$ cat src/rtl/ikaopll_slot_sequencer_if.sv
// Slot sequencer bundle: phiM enable and rhythm request in, phase enables and slot decodes out.
// Latency: purely wiring, no storage.
// Backpressure: none; consumers follow the active-low enables, there is no ready path.
interface ikaopll_slot_sequencer_if #(
    parameter int CH_COUNT = 9,
    parameter int FRAME_W  = 10
);
    localparam int SLOTS  = 2 * CH_COUNT;
    localparam int SLOT_W = (SLOTS > 2) ? $clog2(SLOTS) : 1;
    localparam int CH_W   = (CH_COUNT > 1) ? $clog2(CH_COUNT) : 1;

    logic               i_phiM_PCEN_n;
    logic               i_RHYTHM_EN;
    logic               o_phi1_PCEN_n;
    logic               o_phi1_NCEN_n;
    logic               o_DAC_EN;
    logic [SLOT_W-1:0]  o_SLOT;
    logic [CH_W-1:0]    o_CH;
    logic               o_MnC_SEL;
    logic               o_CYCLE_00;
    logic               o_CYCLE_LAST;
    logic               o_RHY_SLOT;
    logic               o_MO_CTRL;
    logic               o_RO_CTRL;
    logic [FRAME_W-1:0] o_FRAME_CNT;

    // The sequencer drives every decode; the operator pipeline only observes.
    modport master (
        input  i_phiM_PCEN_n, i_RHYTHM_EN,
        output o_phi1_PCEN_n, o_phi1_NCEN_n, o_DAC_EN, o_SLOT, o_CH, o_MnC_SEL,
               o_CYCLE_00, o_CYCLE_LAST, o_RHY_SLOT, o_MO_CTRL, o_RO_CTRL, o_FRAME_CNT
    );

    modport slave (
        output i_phiM_PCEN_n, i_RHYTHM_EN,
        input  o_phi1_PCEN_n, o_phi1_NCEN_n, o_DAC_EN, o_SLOT, o_CH, o_MnC_SEL,
               o_CYCLE_00, o_CYCLE_LAST, o_RHY_SLOT, o_MO_CTRL, o_RO_CTRL, o_FRAME_CNT
    );
endinterface

$ cat src/rtl/ikaopll_slot_sequencer.sv
// OPLL slot sequencer: divides phiM into phi1 edge enables and walks the 2-operator slot schedule.
// Latency: enables are combinational from the prescaler; slot decodes change on the edge after phi1 NCEN.
// Backpressure: i_phiM_PCEN_n high freezes all state and silences every enable.
module ikaopll_slot_sequencer #(
    parameter int CH_COUNT  = 9,
    parameter int DIV       = 4,
    parameter int RHYTHM_CH = 3,
    parameter int FRAME_W   = 10
) (
    input  logic                        i_EMUCLK,
    input  logic                        i_RST,
    ikaopll_slot_sequencer_if.master    seq
);
    localparam int SLOTS  = 2 * CH_COUNT;
    localparam int SLOT_W = (SLOTS > 2) ? $clog2(SLOTS) : 1;
    localparam int CH_W   = (CH_COUNT > 1) ? $clog2(CH_COUNT) : 1;
    localparam int PRE_W  = (DIV > 2) ? $clog2(DIV) : 1;
    // Lowest channel index taken over by rhythm; equals CH_COUNT when rhythm is disabled.
    localparam int RHY_LO = CH_COUNT - RHYTHM_CH;

    localparam logic [PRE_W-1:0]  PRE_LAST  = PRE_W'(DIV - 1);
    localparam logic [PRE_W-1:0]  PRE_HALF  = PRE_W'(DIV / 2 - 1);
    localparam logic [SLOT_W-1:0] SLOT_LAST = SLOT_W'(SLOTS - 1);

    generate
        if (CH_COUNT < 1 || DIV < 2 || (DIV % 2) != 0 || RHYTHM_CH < 0 || RHYTHM_CH > CH_COUNT) begin : g_bad_params
            $error("ikaopll_slot_sequencer: illegal CH_COUNT/DIV/RHYTHM_CH combination");
        end
    endgenerate

    logic [PRE_W-1:0]   pre_q, pre_d;
    logic [SLOT_W-1:0]  slot_q, slot_d;
    logic [CH_W-1:0]    ch_q, ch_d;
    logic               mnc_q, mnc_d;
    logic               rhy_lat_q, rhy_lat_d;
    logic [FRAME_W-1:0] frame_q, frame_d;

    logic phim_en, ncen, pcen, dac, wrap;
    logic rhy_slot, bd_mod;

    // Phase enables decode straight off the prescaler and are masked by reset.
    always_comb begin
        phim_en = ~i_RST & ~seq.i_phiM_PCEN_n;
        ncen    = phim_en && (pre_q == PRE_LAST);
        pcen    = phim_en && (pre_q == PRE_HALF);
        dac     = phim_en && (pre_q == '0);
        wrap    = ncen && (slot_q == SLOT_LAST);
    end

    // Next state: prescaler on every phiM enable, slot on phi1 NCEN, frame-level state on wrap.
    always_comb begin
        pre_d     = pre_q;
        slot_d    = slot_q;
        ch_d      = ch_q;
        mnc_d     = mnc_q;
        rhy_lat_d = rhy_lat_q;
        frame_d   = frame_q;
        if (phim_en) begin
            pre_d = (pre_q == PRE_LAST) ? '0 : pre_q + 1'b1;
        end
        if (ncen) begin
            slot_d = wrap ? '0 : slot_q + 1'b1;
            ch_d   = CH_W'(slot_d >> 1);
            mnc_d  = ~slot_d[0];
        end
        if (wrap) begin
            rhy_lat_d = seq.i_RHYTHM_EN;
            frame_d   = frame_q + 1'b1;
        end
    end

    // State registers; slot 0 is a modulator slot, hence mnc resets to 1.
    always_ff @(posedge i_EMUCLK) begin
        if (i_RST) begin
            pre_q     <= '0;
            slot_q    <= '0;
            ch_q      <= '0;
            mnc_q     <= 1'b1;
            rhy_lat_q <= 1'b0;
            frame_q   <= '0;
        end else begin
            pre_q     <= pre_d;
            slot_q    <= slot_d;
            ch_q      <= ch_d;
            mnc_q     <= mnc_d;
            rhy_lat_q <= rhy_lat_d;
            frame_q   <= frame_d;
        end
    end

    // Rhythm decode; the bass drum modulator stays on the melody-style path, so it is excluded from RO.
    always_comb begin
        rhy_slot = rhy_lat_q && (int'(ch_q) >= RHY_LO);
        bd_mod   = rhy_slot && mnc_q && (int'(ch_q) == RHY_LO);
    end

    // Outputs forced to their idle values while reset is held, independent of register state.
    always_comb begin
        seq.o_phi1_PCEN_n = ~pcen;
        seq.o_phi1_NCEN_n = ~ncen;
        seq.o_DAC_EN      = dac;
        seq.o_SLOT        = i_RST ? '0 : slot_q;
        seq.o_CH          = i_RST ? '0 : ch_q;
        seq.o_MnC_SEL     = i_RST | mnc_q;
        seq.o_CYCLE_00    = i_RST | (slot_q == '0);
        seq.o_CYCLE_LAST  = ~i_RST & (slot_q == SLOT_LAST);
        seq.o_RHY_SLOT    = ~i_RST & rhy_slot;
        seq.o_MO_CTRL     = ~i_RST & ~mnc_q & ~rhy_slot;
        seq.o_RO_CTRL     = ~i_RST & rhy_slot & ~bd_mod;
        seq.o_FRAME_CNT   = i_RST ? '0 : frame_q;
    end
endmodule

$ cat src/flat_wrapper.sv
// flat-port wrapper written by rule: the top's interface ports become plain ports
module ikaopll_slot_sequencer_flat 
#(
    parameter int CH_COUNT  = 9,
    parameter int DIV       = 4,
    parameter int RHYTHM_CH = 3,
    parameter int FRAME_W   = 10
)
  (i_EMUCLK, i_RST, seq_i_phiM_PCEN_n, seq_i_RHYTHM_EN, seq_o_phi1_PCEN_n, seq_o_phi1_NCEN_n, seq_o_DAC_EN, seq_o_SLOT, seq_o_CH, seq_o_MnC_SEL, seq_o_CYCLE_00, seq_o_CYCLE_LAST, seq_o_RHY_SLOT, seq_o_MO_CTRL, seq_o_RO_CTRL, seq_o_FRAME_CNT);
  ikaopll_slot_sequencer_if #(.CH_COUNT(CH_COUNT), .FRAME_W(FRAME_W)) seq_i ();
  input  logic i_EMUCLK;
  input  logic i_RST;
  input wire logic [$bits(seq_i.i_phiM_PCEN_n)-1:0] seq_i_phiM_PCEN_n;
  input wire logic [$bits(seq_i.i_RHYTHM_EN)-1:0] seq_i_RHYTHM_EN;
  output wire logic [$bits(seq_i.o_phi1_PCEN_n)-1:0] seq_o_phi1_PCEN_n;
  output wire logic [$bits(seq_i.o_phi1_NCEN_n)-1:0] seq_o_phi1_NCEN_n;
  output wire logic [$bits(seq_i.o_DAC_EN)-1:0] seq_o_DAC_EN;
  output wire logic [$bits(seq_i.o_SLOT)-1:0] seq_o_SLOT;
  output wire logic [$bits(seq_i.o_CH)-1:0] seq_o_CH;
  output wire logic [$bits(seq_i.o_MnC_SEL)-1:0] seq_o_MnC_SEL;
  output wire logic [$bits(seq_i.o_CYCLE_00)-1:0] seq_o_CYCLE_00;
  output wire logic [$bits(seq_i.o_CYCLE_LAST)-1:0] seq_o_CYCLE_LAST;
  output wire logic [$bits(seq_i.o_RHY_SLOT)-1:0] seq_o_RHY_SLOT;
  output wire logic [$bits(seq_i.o_MO_CTRL)-1:0] seq_o_MO_CTRL;
  output wire logic [$bits(seq_i.o_RO_CTRL)-1:0] seq_o_RO_CTRL;
  output wire logic [$bits(seq_i.o_FRAME_CNT)-1:0] seq_o_FRAME_CNT;
  assign seq_i.i_phiM_PCEN_n = seq_i_phiM_PCEN_n;
  assign seq_i.i_RHYTHM_EN = seq_i_RHYTHM_EN;
  assign seq_o_phi1_PCEN_n = seq_i.o_phi1_PCEN_n;
  assign seq_o_phi1_NCEN_n = seq_i.o_phi1_NCEN_n;
  assign seq_o_DAC_EN = seq_i.o_DAC_EN;
  assign seq_o_SLOT = seq_i.o_SLOT;
  assign seq_o_CH = seq_i.o_CH;
  assign seq_o_MnC_SEL = seq_i.o_MnC_SEL;
  assign seq_o_CYCLE_00 = seq_i.o_CYCLE_00;
  assign seq_o_CYCLE_LAST = seq_i.o_CYCLE_LAST;
  assign seq_o_RHY_SLOT = seq_i.o_RHY_SLOT;
  assign seq_o_MO_CTRL = seq_i.o_MO_CTRL;
  assign seq_o_RO_CTRL = seq_i.o_RO_CTRL;
  assign seq_o_FRAME_CNT = seq_i.o_FRAME_CNT;
  ikaopll_slot_sequencer #(.CH_COUNT(CH_COUNT), .DIV(DIV), .RHYTHM_CH(RHYTHM_CH), .FRAME_W(FRAME_W)) u_core (.i_EMUCLK(i_EMUCLK), .i_RST(i_RST), .seq(seq_i));
endmodule
$ cat config.mk
export PLATFORM = sky130hd
export DESIGN_NAME = ikaopll_slot_sequencer_flat
export DESIGN_NICKNAME = d
export VERILOG_FILES = /design/src/rtl/ikaopll_slot_sequencer_if.sv /design/src/rtl/ikaopll_slot_sequencer.sv /design/src/flat_wrapper.sv
export SDC_FILE = /design/constraint.sdc
export NUM_CORES = 1
export LEC_CHECK = 0
export CAP_MARGIN = 20
export CORE_AREA = 2 2 50 52
export CTS_BUF_LIST = sky130_fd_sc_hd__clkbuf_4
export CTS_CLUSTER_DIAMETER = 150
export DETAILED_ROUTE_END_ITERATION = 8
export DIE_AREA = 0 0 52 54
export MAX_ROUTING_LAYER = met4
export PLACE_DENSITY = 0.91
export SYNTH_ARGS = -nofsm -noshare
export SYNTH_HDL_FRONTEND = slang
export SYNTH_SLANG_ARGS = --single-unit
$ cat constraint.sdc
create_clock -name i_EMUCLK -period 3.2 [get_ports i_EMUCLK]
set_input_delay 0.96 -clock i_EMUCLK [delete_from_list [all_inputs] [get_ports i_EMUCLK]]
set_output_delay 0.96 -clock i_EMUCLK [all_outputs]
set_load 0.005 [all_outputs]
Word-level counts from Yosys, hierarchy flattened. Cells that the tools add are included.

Bits in registers: 23. Input port bits: 4. Output and inout bits: 28. Logic and storage cells: 44.

Add/subtract/negate cells: 3. $lt $le $gt $ge: 1. Equality and inequality tests: 4. Multiplexer cells: 5. Bitwise gates (word level): 16. Reduce and logical (&&, ||, !) cells: 9.

Operators with widths (number): adder 10 x 1 -> 10 bit (second input constant) (1); 2-to-1 mux 10 bit (1); 2-to-1 mux 5 bit (2); NOT 1 bit (8); logical AND 1 bit (7); AND 1 bit (6); adder 5 x 1 -> 5 bit (second input constant) (1); equality test 5 bit (second input constant) (1); logical NOT 5 bit (1); equality test 4 bit (second input constant) (1); greater-or-equal comparator 4 x 3 -> 1 bit (second input constant) (1); 2-to-1 mux 4 bit (1); adder 2 x 1 -> 2 bit (second input constant) (1); equality test 2 x 1 -> 1 bit (second input constant) (1); equality test 2 bit (second input constant) (1); logical NOT 2 bit (1); 2-to-1 mux 2 bit (1); OR 1 bit (2).

Depth between registers and ports, before layout.
Depth after elaboration: 6. Gate-level depth with buffers: 7. Depth with buffers taken out: 6.

Least setup slack after synthesis. No wires, ideal clock.

Path type: input-to-output. Start: input port i_RST. End: output port seq_o_CYCLE_LAST. Arrival time: 1.592 ns. Data required time: 2.240 ns. Path slack: 0.648 ns. Cell stages on the path: 3. Path buffers: 2. Cell sequence: clkbuf_1 > buf_1 > nor2_1.

Cells in the longest elaborated chain, start to end: 2.

RTL lines: start: declaration (RTL line flat_wrapper.sv:12) `input logic i_RST;`; NOT 1 bit (RTL line ikaopll_slot_sequencer.sv:106) `seq.o_CYCLE_LAST = ~i_RST & (slot_q == SLOT_LAST);`; AND 1 bit (RTL line ikaopll_slot_sequencer.sv:106); end: declaration (RTL line flat_wrapper.sv:22) `output wire logic [$bits(seq_i.o_CYCLE_LAST)-1:0] seq_o_CYCLE_LAST;`.

No other way between the ends.

Worst setup path in the final report.
Start: input port i_RST. End: output port seq_o_RO_CTRL.

Cells in the longest elaborated chain, start to end: 3.

RTL lines: NOT 1 bit (RTL line ikaopll_slot_sequencer.sv:109) `seq.o_RO_CTRL = ~i_RST & rhy_slot & ~bd_mod;`; AND 1 bit (2 in a row) (RTL line ikaopll_slot_sequencer.sv:109); end: declaration (RTL line flat_wrapper.sv:25) `output wire logic [$bits(seq_i.o_RO_CTRL)-1:0] seq_o_RO_CTRL;`.

No other way between the ends.

==> metrics <==
# diodes=0; leakage power=0.6011 nW; Layout Area Growth over Synthesis=31.87%; Arrival @ worst endpoint=approximately 2200 ps; Reg clk slew, reported paths=roughly 100 ps; Routability Congestion=~0.8; CTS root buf=clkbuf_4; GRT overflow=0; Initial Util=between 40% and 50%; Max clock buf depth=2; design area=1501 sq um; pwr dens=between 200 and 300 nW/um^2; htree depth=1; Post-synth EDFFs=0; std cell rows=18; Max Cap Viol=0; status=complete, no violations; clk sink count=19; DRT iter0 DRCs=10; first-pass GRT wire length=3808 um; post-cts hold buffer count=0; WS Path Type=in2out; Mapped Avg Cell Area=8.497 sq um; Power, Total=between 0.4 and 0.5 mW; Hold/Removal Path Class=reg2reg; top-area cell type share of the netlist area=roughly a third; Synthesis Warnings=0; Die Wd=52 um; ys flop type=dfxtp_1; startpoint types=primary input; asr flop ratio synth=0%; core area=around 2300 sq um; Synth area leader=dfxtp_1; # IOs=32; residual DRC count=0; Final min period=around 3100 ps; synth cell count leaders=nor2_1 (21), dfxtp_1 (19), nor2b_1 (12); CTS tree=built; post-CTS setup buffer count=0; Tightest Pin Transition=around 320 ps; share of cells above drive strength 1=14.46%; post-synthesis cell area=1139 sq um; nets@finish=178; most frequent cell after synthesis=nor2_1; die height=54 um; Slew Limit Fails=0; Final Cycle Share=between 90% and 100%; library cells used by synthesis=35; Hold Violations, Final=0; register bit total from synthesis=19; Die ar.=2808 sq um; Post-DP Area=~1500 sq um; final setup violating endpoints=0; RSZ-0062 raised after global routing=no; Clock Skews=roughly 0.9 ps; DP HPWL=between 1500 and 2000 um; router iterations before antenna repair=4; vias in the first global route=936; slew margin rel.=78.76%; Wirelength per Cell=about 12 um; dpl cells=around 190; GRT Overall Usage=between 15 and 20%; Finished Layout Cells=196; Via Count=about 1000; Critical Path End Type=primary output; later-pin clock latency in the skew report=300 ps; Avg Vias per Cell=~5.1; fmax=approximately 320 MHz; critical path required time=about 2200 ps; Post-Syn Nets=145; CTS Buf Count=3; Synth area leaders=dfxtp_1 (33%), ha_1 (7.7%), nor2_1 (6.9%); Routed Antenna Nets=0; largest net degree at the start of global routing=14; total negative slack=0 ps; Mapped Cells=~130; number of port buffers=31; Seq/Total Area, Yosys=33.41%; aggregate routed wire length=between 2000 and 2500 um; CP max FO=10; initial antenna violation count=0; Max rail drop VDD=about 0.00029 V
## through the flow
step                worst slack [ps]  util [%]  hold WS (ps)
floorplan                      647.8         -         445.2
global placement              -113.6     63.54         457.7
detailed placement            -156.0     63.54         493.3
CTS                            53.79     64.72         509.0
global route                   13.04     64.72         522.1
finish                         54.66     64.72         503.6
## repair_timing
action / 4_1_cts / 5_1_grt
resized for setup: 2 / 0
endpoints found under the setup margin: 27 / 0
hold endpoints to repair: 0 / 0
## placed cells by master (no fill, tap or decap), drive strengths merged
cell,Yosys,layout
a21oi,6,6
a22o,2,2
a311oi,1,1
a31oi,1,1
a41oi,1,1
and2,2,2
and3,1,1
and4,1,1
and4bb,1,1
buf,9,8
clkbuf,2,4
clkdlybuf4s50,0,29
dfxtp,19,19
dlygate4sd2,0,2
ha,7,7
inv,8,8
mux2,5,5
mux2i,1,1
nand2,10,10
nand2b,1,1
nand3,7,7
nand4,3,3
nand4bb,1,1
nor2,21,21
nor2b,12,12
nor3,2,2
nor3b,1,1
nor4b,1,1
or2,2,2
or3,1,1
xor2,5,5
## routing by layer
layer | wire length, um | up-vias | track usage (%) | share of wire, %
li1 | - | 503 | - | -
met1 | 937 | 457 | 19.43 | 40
met2 | 1234 | 36 | 34.18 | 53
met3 | 108 | 7 | 3.056 | 4.6
met4 | 70 | 0 | 13.16 | 3.0
met5 | 0 | - | - | 0
## worst max-delay path: stages
cell,delay [ps]
dlygate4sd2_1,270
buf_4,180
nand2b_1,160
nor2_1,120
clkdlybuf4s50_1,510
## worst paths after layout
path,from,to,slack (ps),cells past startpoint
max reg2reg,u_core.pre_q[0],u_core.frame_q[9],1380,7
max,i_RST,seq_o_RO_CTRL,50,5
min reg2reg,u_core.rhy_lat_q,u_core.rhy_lat_q,500,2
min,u_core.rhy_lat_q,u_core.rhy_lat_q,500,2
## registers in the layout (all words and copies together), names as in the netlist
signal            cells
u_core.ch_q           4
u_core.rhy_lat_q      1
u_core.pre_q          2
u_core.mnc_q          1
u_core.slot_q         1
u_core.frame_q       10
## area by class of cell
class | instances | area [sq um]
multi-input combinational | 96 | 655.6
timing repair buffer | 39 | 367.9
clock buffer | 4 | 30.03
fill | 202 | 818.3
sequential | 19 | 380.4
inverter | 8 | 30.03
tap | 30 | 37.54
## kinds of logic (layout without fill, tap and decap cells)
logic type,Yosys count,in the layout,synth area share [%]
buffers and inverters,19,51,9.010
DFF,19,19,33.41
xor gates and xnor gates,5,5,3.846
AOI/OAI and AO/OA,11,11,6.265
muxes,6,6,6.813
adders and majority gates,7,7,7.692
and+or+nand+nor,67,67,32.97
## power breakdown
group	switching (mW)	leakage, nW	internal, mW
Combinational	0.0155	0.429	0.0152
Sequential	0.00234	0.153	0.239
Clock	0.0721	0.0184	0.0571
Total	0.0900	0.601	0.311
Power figures use the tool's default switching activity.
